[src/rtl/demux_striping_n.sv]
// Round-robin striping demux: one input word stream spread over NUM_LANES registered lanes.
// Optional STRIPE_SYNC_EN: sop_in on a transfer realigns the stripe to lane 0.
module demux_striping_n #(
    parameter int DATA_WIDTH = 32,
    parameter int NUM_LANES  = 2,
    parameter int LANE_W     = $clog2(NUM_LANES)
) (
    input  logic                            clk_f,
    input  logic                            reset_L,
    input  logic [DATA_WIDTH-1:0]           data_in,
    input  logic                            valid_in,
    input  logic                            sop_in,
    output logic                            ready_out,
    input  logic [NUM_LANES-1:0]            lane_ready_in,
    output logic [NUM_LANES*DATA_WIDTH-1:0] data_out,
    output logic [NUM_LANES-1:0]            valid_out,
    output logic [LANE_W-1:0]               lane_ptr
);

    generate
        if (NUM_LANES < 2 || NUM_LANES > 8) begin : g_bad_lanes
            $error("demux_striping_n: NUM_LANES must be 2..8");
        end
    endgenerate

    logic [NUM_LANES-1:0]  lane_vld;
    logic [DATA_WIDTH-1:0] lane_dat [NUM_LANES];
    logic [NUM_LANES-1:0]  tgt_sel;
    logic [LANE_W-1:0]     tgt;
    logic [LANE_W-1:0]     ptr_nxt;
    logic                  xfer;

`ifdef STRIPE_SYNC_EN
    assign tgt = sop_in ? '0 : lane_ptr;
`else
    logic sop_unused;
    assign sop_unused = sop_in;
    assign tgt        = lane_ptr;
`endif

    // Only the target lane may accept; a stalled target blocks everything.
    always_comb begin
        tgt_sel   = '0;
        ready_out = 1'b0;
        for (int i = 0; i < NUM_LANES; i++) begin
            if (tgt == LANE_W'(i)) begin
                tgt_sel[i] = 1'b1;
                ready_out  = !lane_vld[i] || lane_ready_in[i];
            end
        end
    end

    assign xfer = valid_in && ready_out;

    always_comb begin
        ptr_nxt = lane_ptr;
        if (xfer) begin
            if (tgt == LANE_W'(NUM_LANES - 1))
                ptr_nxt = '0;
            else
                ptr_nxt = tgt + 1'b1;
        end
    end

    always_ff @(posedge clk_f or negedge reset_L) begin
        if (!reset_L)
            lane_ptr <= '0;
        else
            lane_ptr <= ptr_nxt;
    end

    generate
        for (genvar g = 0; g < NUM_LANES; g++) begin : g_lane
            always_ff @(posedge clk_f or negedge reset_L) begin
                if (!reset_L) begin
                    lane_dat[g] <= '0;
                    lane_vld[g] <= 1'b0;
                end else if (xfer && tgt_sel[g]) begin
                    lane_dat[g] <= data_in;
                    lane_vld[g] <= 1'b1;
                end else if (lane_vld[g] && lane_ready_in[g]) begin
                    lane_vld[g] <= 1'b0;
                end
            end

            assign data_out[g*DATA_WIDTH +: DATA_WIDTH] = lane_dat[g];
        end
    endgenerate

    assign valid_out = lane_vld;

endmodule
[config.mk]
export PLATFORM = sky130hd
export DESIGN_NAME = demux_striping_n
export DESIGN_NICKNAME = d
export VERILOG_FILES = /design/src/rtl/demux_striping_n.sv
export SDC_FILE = /design/constraint.sdc
export NUM_CORES = 1
export LEC_CHECK = 0
export ABC_AREA = 1
export BUFFER_PORTS_ARGS = -buffer_cell sky130_fd_sc_hd__clkbuf_2
export CAP_MARGIN = 20
export CORE_ASPECT_RATIO = 0.9
export CORE_MARGIN = 4
export CORE_UTILIZATION = 45
export CTS_CLUSTER_DIAMETER = 50
export CTS_CLUSTER_SIZE = 12
export DETAILED_ROUTE_END_ITERATION = 8
export GPL_ROUTABILITY_DRIVEN = 0
export PLACE_DENSITY = 0.74
export SLEW_MARGIN = 20
export SYNTH_ARGS = -nofsm -noshare
export SYNTH_HDL_FRONTEND = slang
export SYNTH_SLANG_ARGS = --single-unit
[constraint.sdc]
create_clock -name clk_f -period 1.3 [get_ports clk_f]
set_input_delay 0.26 -clock clk_f [delete_from_list [all_inputs] [get_ports clk_f]]
set_output_delay 0.26 -clock clk_f [all_outputs]
set_load 0.1 [all_outputs]
# --- After elaboration in Yosys (flattened, before gate mapping) ---
# Index checks and enable logic that the tools add are counted.
totals:
  wordCells: 25
  register_bits: 67
op_classes:
  n_addsub: 1
  n_reduce_logical: 11
  n_mux: 8
ops:
  columns: ["op", "n"]
  rows:
  - ["$mux 1", 8]
  - ["$logic_and 1x1->1", 5]
  - ["$reduce_bool 2->1", 2]
  - ["$logic_not 1->1", 2]
  - ["$logic_or 1x1->1", 2]
  - ["$add 1x1->1 const B", 1]

# --- Depth between registers and ports, before layout ---
logic_depth:
  ltp_word: 6
  depth_mapped: 6
  mapped_depth_nobuf: 5

# --- Least setup slack after synthesis ---
# No wires, ideal clock.
synth_timing:
  path_kind: "register -> output"
  from: "register lane_vld[0], in the netlist valid_out[0]"
  to: "output ready_out"
  required_time_ps: 1040
  stages_incl_launch_ff: 5
  t_arrival_ps: 2091
  slack_ps: -1051
  n_path_buf: 1
  cell_sequence: "dfrtp_1 nand2_1 buf_2 nand2_1 nand2_1"
synth_between:
  elab_chain_len: 3
synth_rtl:
  columns: ["item", "line_no", "rtl"]
  rows:
  - ["start, declared", "26", "logic [NUM_LANES-1:0] lane_vld;"]
  - ["start signal, assigned by index", "77", "lane_vld[g] <= 1'b0;"]
  - ["start signal, assigned by index", "80", "lane_vld[g] <= 1'b1;"]
  - ["start signal, assigned by index", "82", "lane_vld[g] <= 1'b0;"]
  - ["$logic_not 1->1", "48", "ready_out = !lane_vld[i] || lane_ready_in[i];"]
  - ["$logic_or 1x1->1", "48", null]
  - ["$mux 1", "46", "if (tgt == LANE_W'(i)) begin"]
  - ["end, declared", "13", "output logic ready_out,"]
# No other way between the ends.

# --- Worst setup path in the final report ---
layout_timing:
  from: "register lane_ptr"
  to: "output ready_out"
layout_between:
  elab_chain_len: 1
layout_rtl:
  columns: ["item", "line_no", "rtl"]
  rows:
  - ["start, declared", "17", "output logic [LANE_W-1:0] lane_ptr"]
  - ["start signal, assigned", "69", "lane_ptr <= ptr_nxt;"]
  - ["$mux 1", "46", null]
# No other way between the ends.

==> results.cfg <==
[yosys]
yosys_warnings = 0
ys_ff_latch = 67
synth_top_family_by_area = simple AND/OR/NAND/NOR gates
syn-instance-count = 299
muxShareOfSynthArea_pct = 0
synth_top_area_share_pct = 59.2
yosysTopAreaCell = dfrtp_1
synth_cell_types = 11
synth_area_per_cell_sq_um = 9.47
ys_seq_area_share_pct = 59.2
synth-adder-area-share_pct = 0
synthSimpleGateAreaFrac_pct = 33.4
synth_xor_area_share_pct = 0
synthTopCellsByArea = dfrtp_1 (59%), nand2_1 (18%), nand4_1 (14%)
synth_area_sq_um = 2830
synth_compound_area_share_pct = 0
syn_nets = 337

[cells_and_area]
final_cells = 515
drive_gt1_share_pct = 38.1
fillers = 327
nNetsFinal = 461
fin_util_pct = 82.9
antenna_cells = 0
syn_to_final_growth_pct = 79.1
multi_input_area_sq_um = 1070
final-seq-area_sq_um = 1690

[outcome]
failed_checks = negative setup slack
outcome = finished with violations

[sta]
fmax_mhz = 657
fin_ws_ps = -222
fin_skew_ps = 9.45
min_period_over_period_pct = 117
rsz0062_at_grt = true
setup_viol = 70
timing.slew.headroom_pct = 71.6
worstMarginPinSlew_ps = 426
period_needed_ps = 1520
slew_viol_final = 0
hold_violations = 0

[job]
drv_cap = 0

[setup_path]
crit_slowest_cell = dfrtp_4
cp-start-kind = register
cp_max_fo = 4
crit_top_cell = nand2_8
worst_ep_arrival_time_ps = 1260
path_class = reg -> out
path_cells = inv_8 > nand2_8 > nand2_8 > buf_12
reg2reg_slack_ps = -200
crit_start = lane_ptr
end_kind = output port
crit_end = ready_out
r2r_end = data_out[57]
reg2reg_depth = 7
timing.rr.start = lane_ptr
critPathRequiredTime_ps = 1040
cpPeakStageDelay_ps = 550

[clock_network]
cts_sinks = 67
clockBufferDepth = 2
clkTransAtPathRegs_ps = 70
cts_root_buffer = clkbuf_8
cts_inserted_buffers = 9
cts_tree = done
clk_latency_ps = 350
htreeDepth = 3

[route]
firstDrtPassIters = 5
initialDrtViolationCount = 282
wl_um = 10300
wl_per_cell_um = 20.0
vias = 2929
drcViolationCount = 0
ant_nets = 0
vias_per_cell = 5.69

[global_routing]
grt_pass1_wl_um = 14900
grt_max_degree = 68
grtUsageTotal_pct = 24.8
antenna_found_initial = 0
grt-ovfl-total = 0
first_global_vias = 2865

[hold_path]
hold_path_class = in -> reg

[place]
portBuffers = 104
pre_cts_ws_ps = -65.8
dp_hpwl_um = 5840
place_inst = 481

[floorplanning]
io_pins = 106
rows = 27
core_area_sq_um = 6110
die_h_um = 83.2
initial_core_util_pct = 46.3
die_area_sq_um = 7620
fp.dieW_um = 91.6
-- worst max-delay path: cells and delay by family, from the launching register on --
family | cells | cell delay [ps]
AND/OR/NAND/NOR | 2 | 100
flip-flops | 1 | 550
buffers and inverters | 2 | 250
-- cell families (layout without fill, tap and decap cells) --
family	after synthesis	count (layout)
DFF	67	67
and+or+nand+nor	203	206
buffers and inverters	29	155
-- worst min path at each step --
stage                 from           end  slack (ps)  cells after the start
4_1_cts        data_in[23]  data_out[55]         150                      3
3_5_place_dp       reset_L  data_out[12]         300                      2
3_3_place_gp       reset_L  data_out[42]         300                      2
5_1_grt        data_in[14]  data_out[14]         150                      3
6_report       data_in[27]  data_out[27]         150                      3
2_1_floorplan      reset_L   data_out[0]         -40                      0
-- cell usage in the layout, fill, tap and decap left out, types with 3 or more instances in the layout --
| cell | instances |
|---|---|
| dfrtp_1 | 64 |
| nand4_1 | 64 |
| buf_8 | 3 |
| buf_4 | 11 |
| clkbuf_2 | 35 |
| buf_12 | 74 |
| nand3_4 | 5 |
| clkbuf_16 | 4 |
| nand2_8 | 3 |
| nand2_1 | 132 |
| dfrtp_4 | 3 |
| buf_6 | 7 |
| clkbuf_8 | 9 |
-- per-layer routing --
layer	vias up	GRT usage, %	routed length [um]
li1	1275	-	-
met1	1418	29.8	3740
met2	195	41.7	5190
met3	41	9.51	1040
met4	0	6.71	339
met5	-	0	0
-- cell usage after synthesis --
cell     instances
buf_2           14
inv_1            2
nand3_4          1
nand2_1        136
nand4_1         64
buf_4            2
dfrtp_1         67
inv_2            1
nand3_2          1
nand2_2          1
buf_6           10
-- state kept, by name, summed over array words and instances (netlist names) --
register / flops
data_out: 64
lane_ptr: 1
valid_out: 2
-- final cells by class --
cell class / count / share of cell area (%)
Sequential cell: 67 / 33.3
Inverter: 3 / 0.370
Timing Repair Buffer: 136 / 39.0
Clock inverter: 5 / 1.53
Clock buffer: 11 / 2.59
Tap cell: 87 / 2.15
Multi-Input combinational cell: 206 / 21.0
-- timing repair --
action	CTS	global route
hold buffers	1	0
hold endpoints to repair	67	0
gates cloned	3	4
setup buffers	8	2
resized for setup	23	13
endpoints found under the setup margin	35	70
pin swaps	5	36
-- per-stage QoR --
stage / area [sq um] / setup TNS [ps] / hold WS [ps]
final: 5070 / -8050 / 155
after floorplan: 2910 / -2060 / -35.6
after CTS: 4900 / -1040 / 155
after detailed placement: 4480 / -1080 / 304
after global routing: 5070 / -11070 / 153
after global placement: 4480 / -537 / 303
Power is left out: the tool's default activity adds up to more than one toggle a clock period on the data nets, which glitch-free logic cannot reach.
